===== src/rtl/arb_pkg.sv =====
// Shared definitions for the arbiter client: FSM state encoding and default sizing,
// also used by arbiter-level testbenches.
package arb_pkg;

    typedef enum logic [1:0] {
        IDLE = 2'd0,
        REQ  = 2'd1,
        COOL = 2'd2
    } arb_state_e;

    localparam int ARB_W         = 8;
    localparam int ARB_DEPTH     = 4;
    localparam int ARB_MAX_BURST = 3;

    // Width needed to hold a burst count of 0..max_burst-1 (at least one bit).
    function automatic int burst_cnt_w(input int max_burst);
        return (max_burst < 2) ? 1 : $clog2(max_burst);
    endfunction

endpackage


===== src/rtl/arb_client_fifo.sv =====
// Small synchronous FIFO holding producer words until the shared bus takes them.
// Head word is visible combinationally; storage clears on reset so the head reads 0.
module arb_client_fifo #(
    parameter int W     = 8,
    parameter int DEPTH = 4
) (
    input  logic                       clk,
    input  logic                       rst,
    input  logic                       push,
    input  logic [W-1:0]               push_data,
    input  logic                       pop,
    output logic [W-1:0]               head,
    output logic [$clog2(DEPTH+1)-1:0] count,
    output logic                       full,
    output logic                       empty
);

    localparam int AW = $clog2(DEPTH);
    localparam int CW = $clog2(DEPTH+1);

    logic [W-1:0]  mem [DEPTH];
    logic [AW-1:0] wr_ptr;
    logic [AW-1:0] rd_ptr;
    logic          do_push;
    logic          do_pop;

    assign full    = (count == CW'(DEPTH));
    assign empty   = (count == '0);
    assign do_push = push & ~full;
    assign do_pop  = pop & ~empty;
    assign head    = mem[rd_ptr];

    always_ff @(posedge clk or negedge rst) begin
        if (!rst) begin
            wr_ptr <= '0;
            rd_ptr <= '0;
            count  <= '0;
            for (int i = 0; i < DEPTH; i++) begin
                mem[i] <= '0;
            end
        end else begin
            if (do_push) begin
                mem[wr_ptr] <= push_data;
                wr_ptr      <= wr_ptr + 1'b1;
            end
            if (do_pop) begin
                rd_ptr <= rd_ptr + 1'b1;
            end
            case ({do_push, do_pop})
                2'b10:   count <= count + 1'b1;
                2'b01:   count <= count - 1'b1;
                default: count <= count;
            endcase
        end
    end

endmodule


===== src/rtl/arb_client.sv =====
// Requester endpoint for a shared round-robin bus: buffers producer words, requests the
// bus while data is pending, and caps each burst at MAX_BURST granted cycles.
module arb_client
    import arb_pkg::*;
#(
    parameter int W         = ARB_W,
    parameter int DEPTH     = ARB_DEPTH,
    parameter int MAX_BURST = ARB_MAX_BURST
) (
    input  logic                       clk,
    input  logic                       rst,
    input  logic                       in_valid,
    output logic                       in_ready,
    input  logic [W-1:0]               in_data,
    output logic                       req,
    input  logic                       grant,
    output logic [W-1:0]               bus_data,
    output logic                       bus_valid,
    output logic [$clog2(DEPTH+1)-1:0] count,
    output logic                       err,
    output arb_state_e                 state_dbg
);

    localparam int CW = $clog2(DEPTH+1);
    localparam int BW = burst_cnt_w(MAX_BURST);

    // Handshakes: a producer word moves on any edge where in_valid & in_ready; a bus word
    // moves on any edge where req & grant. Neither side may retract data it has offered.
    arb_state_e    state;
    arb_state_e    state_nxt;
    logic [BW-1:0] burst_cnt;
    logic [BW-1:0] burst_nxt;
    logic          push;
    logic          pop;
    logic          full;
    logic          empty;

    assign in_ready  = ~full;
    assign push      = in_valid & in_ready;
    assign req       = (state == REQ);
    assign pop       = req & grant;
    assign bus_valid = pop;
    assign state_dbg = state;

    arb_client_fifo #(
        .W     (W),
        .DEPTH (DEPTH)
    ) u_fifo (
        .clk       (clk),
        .rst       (rst),
        .push      (push),
        .push_data (in_data),
        .pop       (pop),
        .head      (bus_data),
        .count     (count),
        .full      (full),
        .empty     (empty)
    );

    // req is taken from state alone so the arbiter's grant cannot loop back into it.
    always_comb begin
        state_nxt = state;
        burst_nxt = burst_cnt;
        case (state)
            IDLE: begin
                if (!empty) begin
                    state_nxt = REQ;
                end
            end
            REQ: begin
                if (grant) begin
                    if (count == CW'(1) && !push) begin
                        state_nxt = IDLE;
                        burst_nxt = '0;
                    end else if (burst_cnt == BW'(MAX_BURST - 1)) begin
                        state_nxt = COOL;
                        burst_nxt = '0;
                    end else begin
                        burst_nxt = burst_cnt + 1'b1;
                    end
                end
            end
            COOL: begin
                state_nxt = empty ? IDLE : REQ;
            end
            default: begin
                state_nxt = IDLE;
                burst_nxt = '0;
            end
        endcase
    end

    always_ff @(posedge clk or negedge rst) begin
        if (!rst) begin
            state     <= IDLE;
            burst_cnt <= '0;
            err       <= 1'b0;
        end else begin
            state     <= state_nxt;
            burst_cnt <= burst_nxt;
            if (grant && !req) begin
                err <= 1'b1;
            end
        end
    end

endmodule


===== config.mk =====
export PLATFORM = sky130hd
export DESIGN_NAME = arb_client
export DESIGN_NICKNAME = d
export VERILOG_FILES = /design/src/rtl/arb_pkg.sv /design/src/rtl/arb_client_fifo.sv /design/src/rtl/arb_client.sv
export SDC_FILE = /design/constraint.sdc
export NUM_CORES = 1
export LEC_CHECK = 0
export ABC_AREA = 1
export CAP_MARGIN = 20
export CORE_UTILIZATION = 50
export DETAILED_ROUTE_END_ITERATION = 16
export GPL_ROUTABILITY_DRIVEN = 0
export PLACE_DENSITY_LB_ADDON = 0.2
export SETUP_SLACK_MARGIN = 0.05
export SLEW_MARGIN = 0
export SYNTH_ARGS = -nofsm -noshare
export SYNTH_HDL_FRONTEND = slang
export SYNTH_SLANG_ARGS = --single-unit

===== constraint.sdc =====
create_clock -name clk -period 4.7 [get_ports clk]
set_clock_uncertainty 0.05 [all_clocks]
set_input_delay 0.47 -clock clk [delete_from_list [all_inputs] [get_ports clk]]
set_output_delay 0.47 -clock clk [all_outputs]
set_load 0.02 [all_outputs]

==> results.cfg <==
[cts]
htree_levels = 2
tritoncts = done
cts_resized = 0
clk_latency_ns = 0.30
cts_buffers = 5
clk_path_buf_depth = 2
clock_sinks = 44
root_buffer = clkbuf_8
post_cts_buffers = 0
cts.clk_slew.worst_paths_ns = 0.08
hold_buffers = 0

[timing]
fin_ws_ns = 1.898
max_freq_mhz = 356.9
hold_viol = 0
slew_viol_final = 0
rsz0062_at_grt = false
max_slew_margin_pct = 37.36
tightestPinTransition_ns = 0.9395
min_period_over_period_pct = 59.61
tns_ns = 0
finalSetupViolCount = 0
fin_crit_ns = 2.802

[place]
io_buffer_count = 28
pre_cts_ws_ns = 2.253
dp_hpwl_mm = 2.900

[global_routing]
overflow = 0
grt_pass1_wl_mm = 6.630
grt_max_degree = 45
grt_pass1_vias = 1426
antenna_found_initial = 0
grt_usage_pct = 20.44

[synth]
yosys_warnings = 0
syn-num-nets = 257
synth_seq_cells = 44
synth.distinct_cells = 22
yosysSeqAreaShare_pct = 51.92
netlist_instances = 236
syn_area_sq_um = 2121
synth_edf_count = 0
async_reset_ff_share_pct = 100.0
synth_flop_cell = dfrtp_1
synth_area_per_cell_sq_um = 8.986

[final_layout]
fin_nets = 285
area_delta_synth_final_pct = 16.99
seq_area_sq_um = 1101
fill_cells = 366
num_antenna_cells = 0
drive_gt1_share_pct = 5.660
final_cell_mix = nand2_1, dfrtp_1, o21ai_0
final_common_cell = nand2_1
multi_input_comb_area_sq_um = 859.6

[drt]
drtPass1Iterations = 4
wl_per_cell_um = 13.11
drtIter0Drc = 77
antenna_left = 0
vias_per_cell = 5.130
drc = 0
wl_mm = 4.130
vias = 1616

[critical_path]
cp-end-kind = output port
path_class = reg2out
cp.required_ns = 4.18
r2r_slack_ns = 2.71
startpoint = u_fifo.rd_ptr[0]$_DFFE_PN0P_
critPathMaxFanout = 18
worstSetupStartpointType = flip-flop
worstPathArrival_ns = 2.28
reg2reg_from = u_fifo.count[0]$_DFFE_PN0P_

[power]
power_leakage_uw = 0.001201
power.density_nw_per_um2 = 730.6
ir_worst_vdd_v = 0.0003583

[worst_hold_path]
hold_class = in2async

[run_status]
status = finished clean

[floorplan]
dieWidth_um = 67.13
fp.coreArea_sq_um = 4029
placementRows = 23
dieArea_sq_um = 4506
start_util_pct = 52.64
ios = 29
die_h_um = 67.13

[run]
cap_violations = 0
==> path summary, 6_finish.rpt <==
check,to,cells past startpoint
setup / recovery,bus_data[1],4
hold / removal,u_fifo.count[0]$_DFFE_PN0P_,1
hold reg to reg,err$_DFFE_PN0P_,1
max in group asynchronous,u_fifo.count[2]$_DFFE_PN0P_,1
min in group clk,err$_DFFE_PN0P_,1
setup reg to reg,u_fifo.count[2]$_DFFE_PN0P_,10
==> metal layers <==
layer / up-vias / share of wire (%) / global-route usage (%)
met5: - / 0 / 0
met4: 0 / 1.5 / 7.447
met3: 7 / 4.2 / 4.795
met2: 38 / 46 / 31.62
met1: 744 / 48 / 27.79
li1: 827 / - / -
==> critical path, stage by stage, from the launching register on <==
cell             delay (ns)
dfrtp_1                0.56
inv_1                  0.47
o21ai_0                0.14
o22ai_1                0.17
clkdlybuf4s50_1        0.64
==> state kept, by name, summed over array words and instances, names as in the netlist <==
signal and flops:
state_dbg 2, err 1, u_fifo.mem 32, burst_cnt 2, u_fifo.rd_ptr 2, u_fifo.count 3
u_fifo.wr_ptr 2
==> synth_stat cells, types with 2 or more instances <==
cell type	n	area share (%)
nand2_4	5	2.7
o22ai_1	8	2.4
nand2_1	49	8.7
ha_1	9	5.3
xnor2_1	2	0.83
buf_2	2	0.47
dfrtp_1	44	52
o21ai_0	41	9.7
xor2_1	3	1.2
o21ai_1	13	3.1
nand4_1	2	0.59
buf_6	4	2.1
nor2_1	21	3.7
inv_1	23	4.1
nand3_1	3	0.71
==> stage by stage <==
step	instance area, sq um	cells	total power (uW)	util, %	hold slack (ns)
6_report	2481	315	1813	61.58	0.2612
5_1_grt	2481	315	1963	61.58	0.3430
4_1_cts	2481	315	1830	61.58	0.3058
3_5_place_dp	2396	307	1594	59.47	0.4175
3_3_place_gp	2396	307	1568	59.47	0.4120
2_1_floorplan	2121	236	1286	-	0.1244
==> power breakdown <==
group	total (uW)	switching [uW]	internal (uW)
logic	894	509	385
registers	686	137	550
clock network	232	126	106
==> cell families (layout without fill, tap and decap cells) <==
logic type | Yosys count | after routing | share of synthesized area, %
xor+xnor | 5 | 5 | 2.065
compound gates | 64 | 64 | 15.75
flops | 44 | 44 | 51.92
buf+inv | 31 | 60 | 7.551
simple gates | 83 | 83 | 17.40
fa+ha+maj | 9 | 9 | 5.310
==> area by class of cell <==
cell class              count  area share (%)
flip-flops and latches     44           44.38
multi-input cells         161           34.64
repair buffers             28           11.09
inverters                  24           3.933
clock buffers               7           3.076
well taps                  50           2.521
clock inverters             1          0.3530
Power figures use the tool's default switching activity.
